File: src/rtl/riscv_pipe_pkg.sv
// Shared definitions for the 5-stage RISC-V pipeline control slice.
//   state_e   : hazard-controller FSM encoding (RUN=0, MEM_WAIT=1, BR_FLUSH=2)
//   REG_W_DEF : default register-index width
//   X0        : index of the hard-wired zero register
//   NOP_INSN  : instruction word the IF/ID register loads when flushed (addi x0,x0,0)
package riscv_pipe_pkg;

  typedef enum logic [1:0] {
    RUN      = 2'd0,
    MEM_WAIT = 2'd1,
    BR_FLUSH = 2'd2
  } state_e;

  localparam int unsigned REG_W_DEF = 5;
  localparam int unsigned X0        = 0;
  localparam logic [31:0] NOP_INSN  = 32'h0000_0013;

endpackage

File: src/rtl/load_use_detect.sv
// Combinational load-use hazard detector.
// Flags when the instruction in IF/ID reads the destination of a load that is
// currently in ID/EX. x0 never creates a hazard.
// Ports:
//   rs1, rs2  : source indices of the instruction in IF/ID
//   uses_rs2  : IF/ID instruction actually reads rs2
//   rd        : destination index in ID/EX
//   memread   : ID/EX instruction is a load
//   hz        : load-use hazard present
module load_use_detect
  import riscv_pipe_pkg::*;
#(
  parameter int unsigned REG_W = REG_W_DEF
) (
  input  logic [REG_W-1:0] rs1,
  input  logic [REG_W-1:0] rs2,
  input  logic             uses_rs2,
  input  logic [REG_W-1:0] rd,
  input  logic             memread,
  output logic             hz
);

  always_comb begin
    hz = memread && (rd != REG_W'(X0)) &&
         ((rd == rs1) || (uses_rs2 && (rd == rs2)));
  end

endmodule

File: src/rtl/pipeline_hazard_ctrl.sv
// Central stall/flush sequencer for the 5-stage RISC-V pipeline.
// Drives write-enable, flush and bubble controls of the PC, IF/ID, ID/EX and
// EX/MEM registers, resolving load-use hazards, taken branches (resolved in
// MEM) and multi-cycle data-memory waits.
// Ports:
//   clk, reset        : clock (rising edge), synchronous active-high reset
//   ifid_rs1/rs2      : sources of IF/ID instruction; ifid_uses_rs2 qualifies rs2
//   idex_rd, idex_memread : destination / load flag of ID/EX instruction
//   branch_taken      : taken branch resolved in EX/MEM
//   exmem_memaccess   : EX/MEM holds a load/store; dmem_ready completes it
//   pc_write, ifid_write, idex_write, exmem_write : register load enables
//   ifid_flush, idex_bubble, exmem_flush          : NOP / zero-control loads
//   stall_cycles, flush_events : saturating statistics counters
// Build option: define HAZARD_STATS_EN to implement the statistics counters;
// otherwise both counter outputs are tied to zero and no counter flops exist.
module pipeline_hazard_ctrl
  import riscv_pipe_pkg::*;
#(
  parameter int unsigned REG_W      = REG_W_DEF,
  parameter int unsigned BR_PENALTY = 1,
  parameter int unsigned CNT_W      = 16
) (
  input  logic             clk,
  input  logic             reset,
  input  logic [REG_W-1:0] ifid_rs1,
  input  logic [REG_W-1:0] ifid_rs2,
  input  logic             ifid_uses_rs2,
  input  logic [REG_W-1:0] idex_rd,
  input  logic             idex_memread,
  input  logic             branch_taken,
  input  logic             exmem_memaccess,
  input  logic             dmem_ready,
  output logic             pc_write,
  output logic             ifid_write,
  output logic             ifid_flush,
  output logic             idex_write,
  output logic             idex_bubble,
  output logic             exmem_write,
  output logic             exmem_flush,
  output logic [CNT_W-1:0] stall_cycles,
  output logic [CNT_W-1:0] flush_events
);

  state_e     state_q, state_d;
  logic [1:0] pen_cnt_q, pen_cnt_d;
  logic       hz;
  logic       busy;
  logic       mem_hold;

  load_use_detect #(
    .REG_W (REG_W)
  ) u_lud (
    .rs1      (ifid_rs1),
    .rs2      (ifid_rs2),
    .uses_rs2 (ifid_uses_rs2),
    .rd       (idex_rd),
    .memread  (idex_memread),
    .hz       (hz)
  );

  always_comb begin
    busy = exmem_memaccess && !dmem_ready;
    // Once waiting, only dmem_ready releases the freeze; in RUN it takes an access.
    mem_hold = (state_q == MEM_WAIT) ? !dmem_ready : busy;

    pc_write    = 1'b1;
    ifid_write  = 1'b1;
    ifid_flush  = 1'b0;
    idex_write  = 1'b1;
    idex_bubble = 1'b0;
    exmem_write = 1'b1;
    exmem_flush = 1'b0;
    state_d     = state_q;
    pen_cnt_d   = pen_cnt_q;

    case (state_q)
      BR_FLUSH: begin
        if (busy) begin
          pc_write    = 1'b0;
          ifid_write  = 1'b0;
          idex_write  = 1'b0;
          exmem_write = 1'b0;
        end else begin
          pc_write   = 1'b0;
          ifid_flush = 1'b1;
          if (pen_cnt_q == 2'd0) state_d = RUN;
          else                   pen_cnt_d = pen_cnt_q - 2'd1;
        end
      end
      default: begin
        // RUN and the releasing cycle of MEM_WAIT share the same rules.
        if (mem_hold) begin
          pc_write    = 1'b0;
          ifid_write  = 1'b0;
          idex_write  = 1'b0;
          exmem_write = 1'b0;
          state_d     = MEM_WAIT;
        end else if (branch_taken) begin
          ifid_flush  = 1'b1;
          idex_bubble = 1'b1;
          exmem_flush = 1'b1;
          if (BR_PENALTY > 0) begin
            state_d   = BR_FLUSH;
            pen_cnt_d = 2'(BR_PENALTY - 1);
          end else begin
            state_d = RUN;
          end
        end else begin
          state_d = RUN;
          if (hz) begin
            pc_write    = 1'b0;
            ifid_write  = 1'b0;
            idex_bubble = 1'b1;
          end
        end
      end
    endcase

    if (reset) begin
      pc_write    = 1'b0;
      ifid_write  = 1'b0;
      idex_write  = 1'b0;
      exmem_write = 1'b0;
      ifid_flush  = 1'b1;
      idex_bubble = 1'b1;
      exmem_flush = 1'b1;
      state_d     = RUN;
      pen_cnt_d   = 2'd0;
    end
  end

  always_ff @(posedge clk) begin
    state_q   <= state_d;
    pen_cnt_q <= pen_cnt_d;
  end

`ifdef HAZARD_STATS_EN
  logic [CNT_W-1:0] stall_cycles_q, stall_cycles_d;
  logic [CNT_W-1:0] flush_events_q, flush_events_d;

  always_comb begin
    stall_cycles_d = stall_cycles_q;
    flush_events_d = flush_events_q;
    if (reset) begin
      stall_cycles_d = '0;
      flush_events_d = '0;
    end else begin
      if (!pc_write && (state_q != BR_FLUSH) && (stall_cycles_q != '1))
        stall_cycles_d = stall_cycles_q + 1'b1;
      // Outside reset, exmem_flush is asserted only by a taken branch.
      if (exmem_flush && (flush_events_q != '1))
        flush_events_d = flush_events_q + 1'b1;
    end
  end

  always_ff @(posedge clk) begin
    stall_cycles_q <= stall_cycles_d;
    flush_events_q <= flush_events_d;
  end

  assign stall_cycles = stall_cycles_q;
  assign flush_events = flush_events_q;
`else
  assign stall_cycles = '0;
  assign flush_events = '0;
`endif

endmodule

File: config.mk
export PLATFORM = sky130hd
export DESIGN_NAME = pipeline_hazard_ctrl
export DESIGN_NICKNAME = d
export VERILOG_FILES = /design/src/rtl/riscv_pipe_pkg.sv /design/src/rtl/load_use_detect.sv /design/src/rtl/pipeline_hazard_ctrl.sv
export SDC_FILE = /design/constraint.sdc
export NUM_CORES = 1
export LEC_CHECK = 0
export CAP_MARGIN = 20
export CORE_UTILIZATION = 32
export CTS_BUF_LIST = sky130_fd_sc_hd__clkbuf_8
export CTS_CLUSTER_SIZE = 24
export DETAILED_ROUTE_END_ITERATION = 8
export PLACE_DENSITY = 0.94
export SETUP_SLACK_MARGIN = 0.02
export SLEW_MARGIN = 10
export SYNTH_ARGS = -nofsm -noshare
export SYNTH_HDL_FRONTEND = slang
export SYNTH_SLANG_ARGS = --single-unit
File: constraint.sdc
create_clock -name clk -period 2.1 [get_ports clk]
set_input_delay 0.42 -clock clk [delete_from_list [all_inputs] [get_ports clk]]
set_output_delay 0.42 -clock clk [all_outputs]
set_load 0.05 [all_outputs]
==> results <==
- The maximum clock skew at final layout is 0.00412 ns.
- The detail route stage leaves a number of antenna-violating nets equal to 0.
- The internal power contribution is ~0.00032 W.
- Counting every sink on the clock net gives 4.
- The boundary pin count is 61.
- The routed design could run at a clock period as short as ~2.1 ns.
- Across the VDD grid, the largest voltage drop is 455 µV.
- At the end of routability-driven placement, the weighted congestion stood at 0.850.
- The worst-path maximum fanout is 3.
- At the later pin of the worst-skew pair, clock insertion delay measures 0.22 ns.
- Clock-pin slew was measured on the worst setup and hold paths at 0.03 ns.
- The total number of H-tree levels is 1.
- The via count is 682.
- The via count of the first global-routing pass is between 600 and 700.
- The standby leakage power is approximately 0.55 nW.
- Across the run, the number of max-cap violations was 0.
- Detailed routing placed a total of 100 µm of wire on met3.
- The worst setup path is captured at an output pin.
- Dividing the detail-routed wire length by the instance count gives approximately 12 µm.
- In this run the mean area of a mapped cell was 7.40 µm².
- The share of cells above drive strength 1 is 0.331.
- From bottom edge to top edge, the die measures 48.1 µm.
- The net count reported at finish is about 160.
- The total of fill cells in the finished design is 171.
- The classification of the worst setup path is input port to output pin.
- The initial antenna violation count is 0.
- The fraction of power consumed by combinational cells is 0.595.
- The TritonCTS clock tree is done.
- In this run the deepest clock path goes through 2 buffers.
- The total overflow left after global routing is 0.
- Setup violations remaining at the end of the flow were counted as 0.
- Setup total negative slack on the finished layout was measured at 0 ns.
- The net switching component of the power is about 0.00028 W.
- The number of distinct library cells after synthesis is 26.
- The count of mapped cells out of synthesis is 92.
- The first TritonRoute pass finished after 4 iterations.
- The mapped netlist covers ~700 µm².
- Once layout is done, the placed cells without fillers occupy roughly 1100 µm².
- The flow ran to the end, and the final reports show no timing, DRC or antenna violations.
- The die is 48.1 µm wide.
- The achievable clock frequency is ~480 MHz.
- Data arrives at the worst endpoint at 1.68 ns.
- The full die area is 2320 µm².
- The hold buffer count at CTS is 0.
- The number of buffers added by the clock tree synthesis step is 3.
- The antenna diode instance count is 0.
- The final hold violation count is 0.
- After detailed placement, the total cell area comes to 1000 µm².
- For this block, the initial DRC count from the detailed router was 15.
- The maximum number of pins on one net before global-route repair is 7.
- The worst setup path is launched from an input port.
- Row generation in the floorplan step produced 16 rows.
- The combined global-route utilization of all metal layers is 0.182.
- The highest metal layer used by the detailed router is met4.
- Clock tree synthesis selected as its root buffer the cell clkbuf_8.
- The core box area is roughly 2000 µm².
- The clock network power share is 0.268.
- The path class of the tightest hold or removal check is input port to flip-flop.
- After detailed routing, the wire length on met1 is 671 µm.
- Final hold analysis gives a worst-case slack of about 0.46 ns.
- The fraction of power spent switching nets is 0.470.
- The HPWL after detailed placement is 1.41 mm.
- The total of warnings raised by yosys is 0.
- The portion of total power attributed to sequential cells is 0.137.
- The met2 wire length is 1.05 mm.
- The via-per-instance ratio is 4.26.
- The number of I/O port buffers is 28.
- Setup repair after global routing could not meet its margin everywhere.
- In the final layout, the multi-input gates occupy 541 µm².
- The initial core utilization is 0.343.
- The max-slew violation count is 0.
- Synthesis inferred 4 register bits.
- The final cycle utilization of the critical path is 1.00.
- For this design the ratio of total power to cell area is 532 nW/µm².
- The critical path required time is 1.68 ns.
- The final wirelength is 1.84 mm.
- The area taken by flip-flops and latches is 81.3 µm².
- The share of synthesized area occupied by flip-flops and latches is 0.118.
- Relative to the synthesized area, the layout overhead comes to 66.4%.
- The detailed-route DRC error count is 0.
- The first global-routing pass estimated 2.86 mm of wire.
[cell type report]
cell class	count	share of cell area
clock buffer	3	0.0365
sequential	4	0.0718
multi-input combinational	80	0.477
timing repair buffer	40	0.365
tap	27	0.0298
inverter	6	0.0199
[synthesized netlist by cell type]
cell	count	area share
buf_4	33	0.36
xor2_1	9	0.12
inv_1	6	0.033
a21oi_1	5	0.037
o21ai_0	5	0.037
dfxtp_1	4	0.12
nand2_1	4	0.022
nor2_1	4	0.022
nand2b_1	2	0.018
nor2b_1	2	0.018
nor3_1	2	0.015
or3_1	2	0.018
a211oi_2	1	0.018
a221o_1	1	0.015
a22oi_1	1	0.011
a32oi_1	1	0.013
and2_1	1	0.0092
and2b_1	1	0.011
conb_1	1	0.0055
ha_1	1	0.018
nor4_2	1	0.018
o211ai_1	1	0.011
o311a_1	1	0.015
o31a_1	1	0.013
or4_1	1	0.011
xnor2_1	1	0.013
[path summary, 6_finish.rpt]
check                                   from      endpoint  slack, ns  cells after the start
worst max-delay path             ifid_rs2[2]      pc_write    0.00002                      6
worst min-delay path              dmem_ready    state_q[0]       0.46                      2
worst max register to register    state_q[0]  pen_cnt_q[0]       0.62                      6
worst min register to register  pen_cnt_q[1]  pen_cnt_q[1]       0.49                      2
[cells in the final DEF (no fill, tap or decap), types with 2 or more instances in the layout]
| cell type | count |
|---|---|
| or3_1 | 2 |
| dlygate4sd2_1 | 8 |
| buf_12 | 7 |
| conb_1 | 32 |
| buf_6 | 2 |
| o21ai_0 | 3 |
| buf_2 | 4 |
| inv_1 | 6 |
| buf_4 | 11 |
| dfxtp_1 | 3 |
| nand2_1 | 4 |
| clkdlybuf4s50_1 | 3 |
| a21oi_1 | 4 |
| nand2b_1 | 2 |
| clkbuf_8 | 3 |
| clkbuf_2 | 2 |
| o21ai_2 | 2 |
| xor2_1 | 7 |
| nor2_1 | 4 |
[cells by family (layout without fill, tap and decap cells)]
logic type,Yosys count,after routing,synth area share
other,1,32,0.00551
adders and majority gates,1,1,0.0184
DFF,4,4,0.118
AOI/OAI and AO/OA,17,17,0.169
buffers and inverters,39,49,0.397
xor gates and xnor gates,10,10,0.129
and+or+nand+nor,20,20,0.164
[power by group through the flow]
stage          Clock, W  Sequential (W)  Combinational, W
2_1_floorplan         0       0.0000819          0.000260
3_3_place_gp          0       0.0000823          0.000328
3_5_place_dp          0       0.0000828          0.000333
4_1_cts        0.000164       0.0000818          0.000348
5_1_grt        0.000171       0.0000822          0.000376
6_report       0.000161       0.0000823          0.000358
[per-stage QoR]
| stage | total power, W | worst slack [ns] | util | std cells |
|---|---|---|---|---|
| floorplan | 0.000342 | 0.0469 | - | 123 |
| global placement | 0.000410 | -0.366 | 0.507 | 154 |
| detailed placement | 0.000416 | -0.396 | 0.507 | 154 |
| CTS | 0.000594 | -0.0109 | 0.559 | 160 |
| global route | 0.000629 | -0.0423 | 0.571 | 160 |
| finish | 0.000602 | 0.0000164 | 0.571 | 160 |
[state kept, by name, summed over array words and instances, names as in the netlist]
register / flops
pen_cnt_q: 2
state_q: 2
[metal layers]
layer,global-route usage,vias up
li1,-,323
met1,0.196,317
met4,0.0444,0
met5,0,-
met2,0.343,40
met3,0.0556,2
[critical path, stage by stage]
cell and delay (ns):
buf_8 0.11, xor2_4 0.18, nor4_4 0.29, a32oi_2 0.16, o311a_1 0.35, buf_12 0.16
[repair_timing]
| item | CTS | global route |
|---|---|---|
| endpoints found under the setup margin | 5 | 5 |
| buffers inserted | 3 | 0 |
| gates cloned | 0 | 0 |
| resized for setup | 55 | 8 |
| pin swaps | 12 | 1 |
No activity file was read; power rests on OpenSTA's default activity.
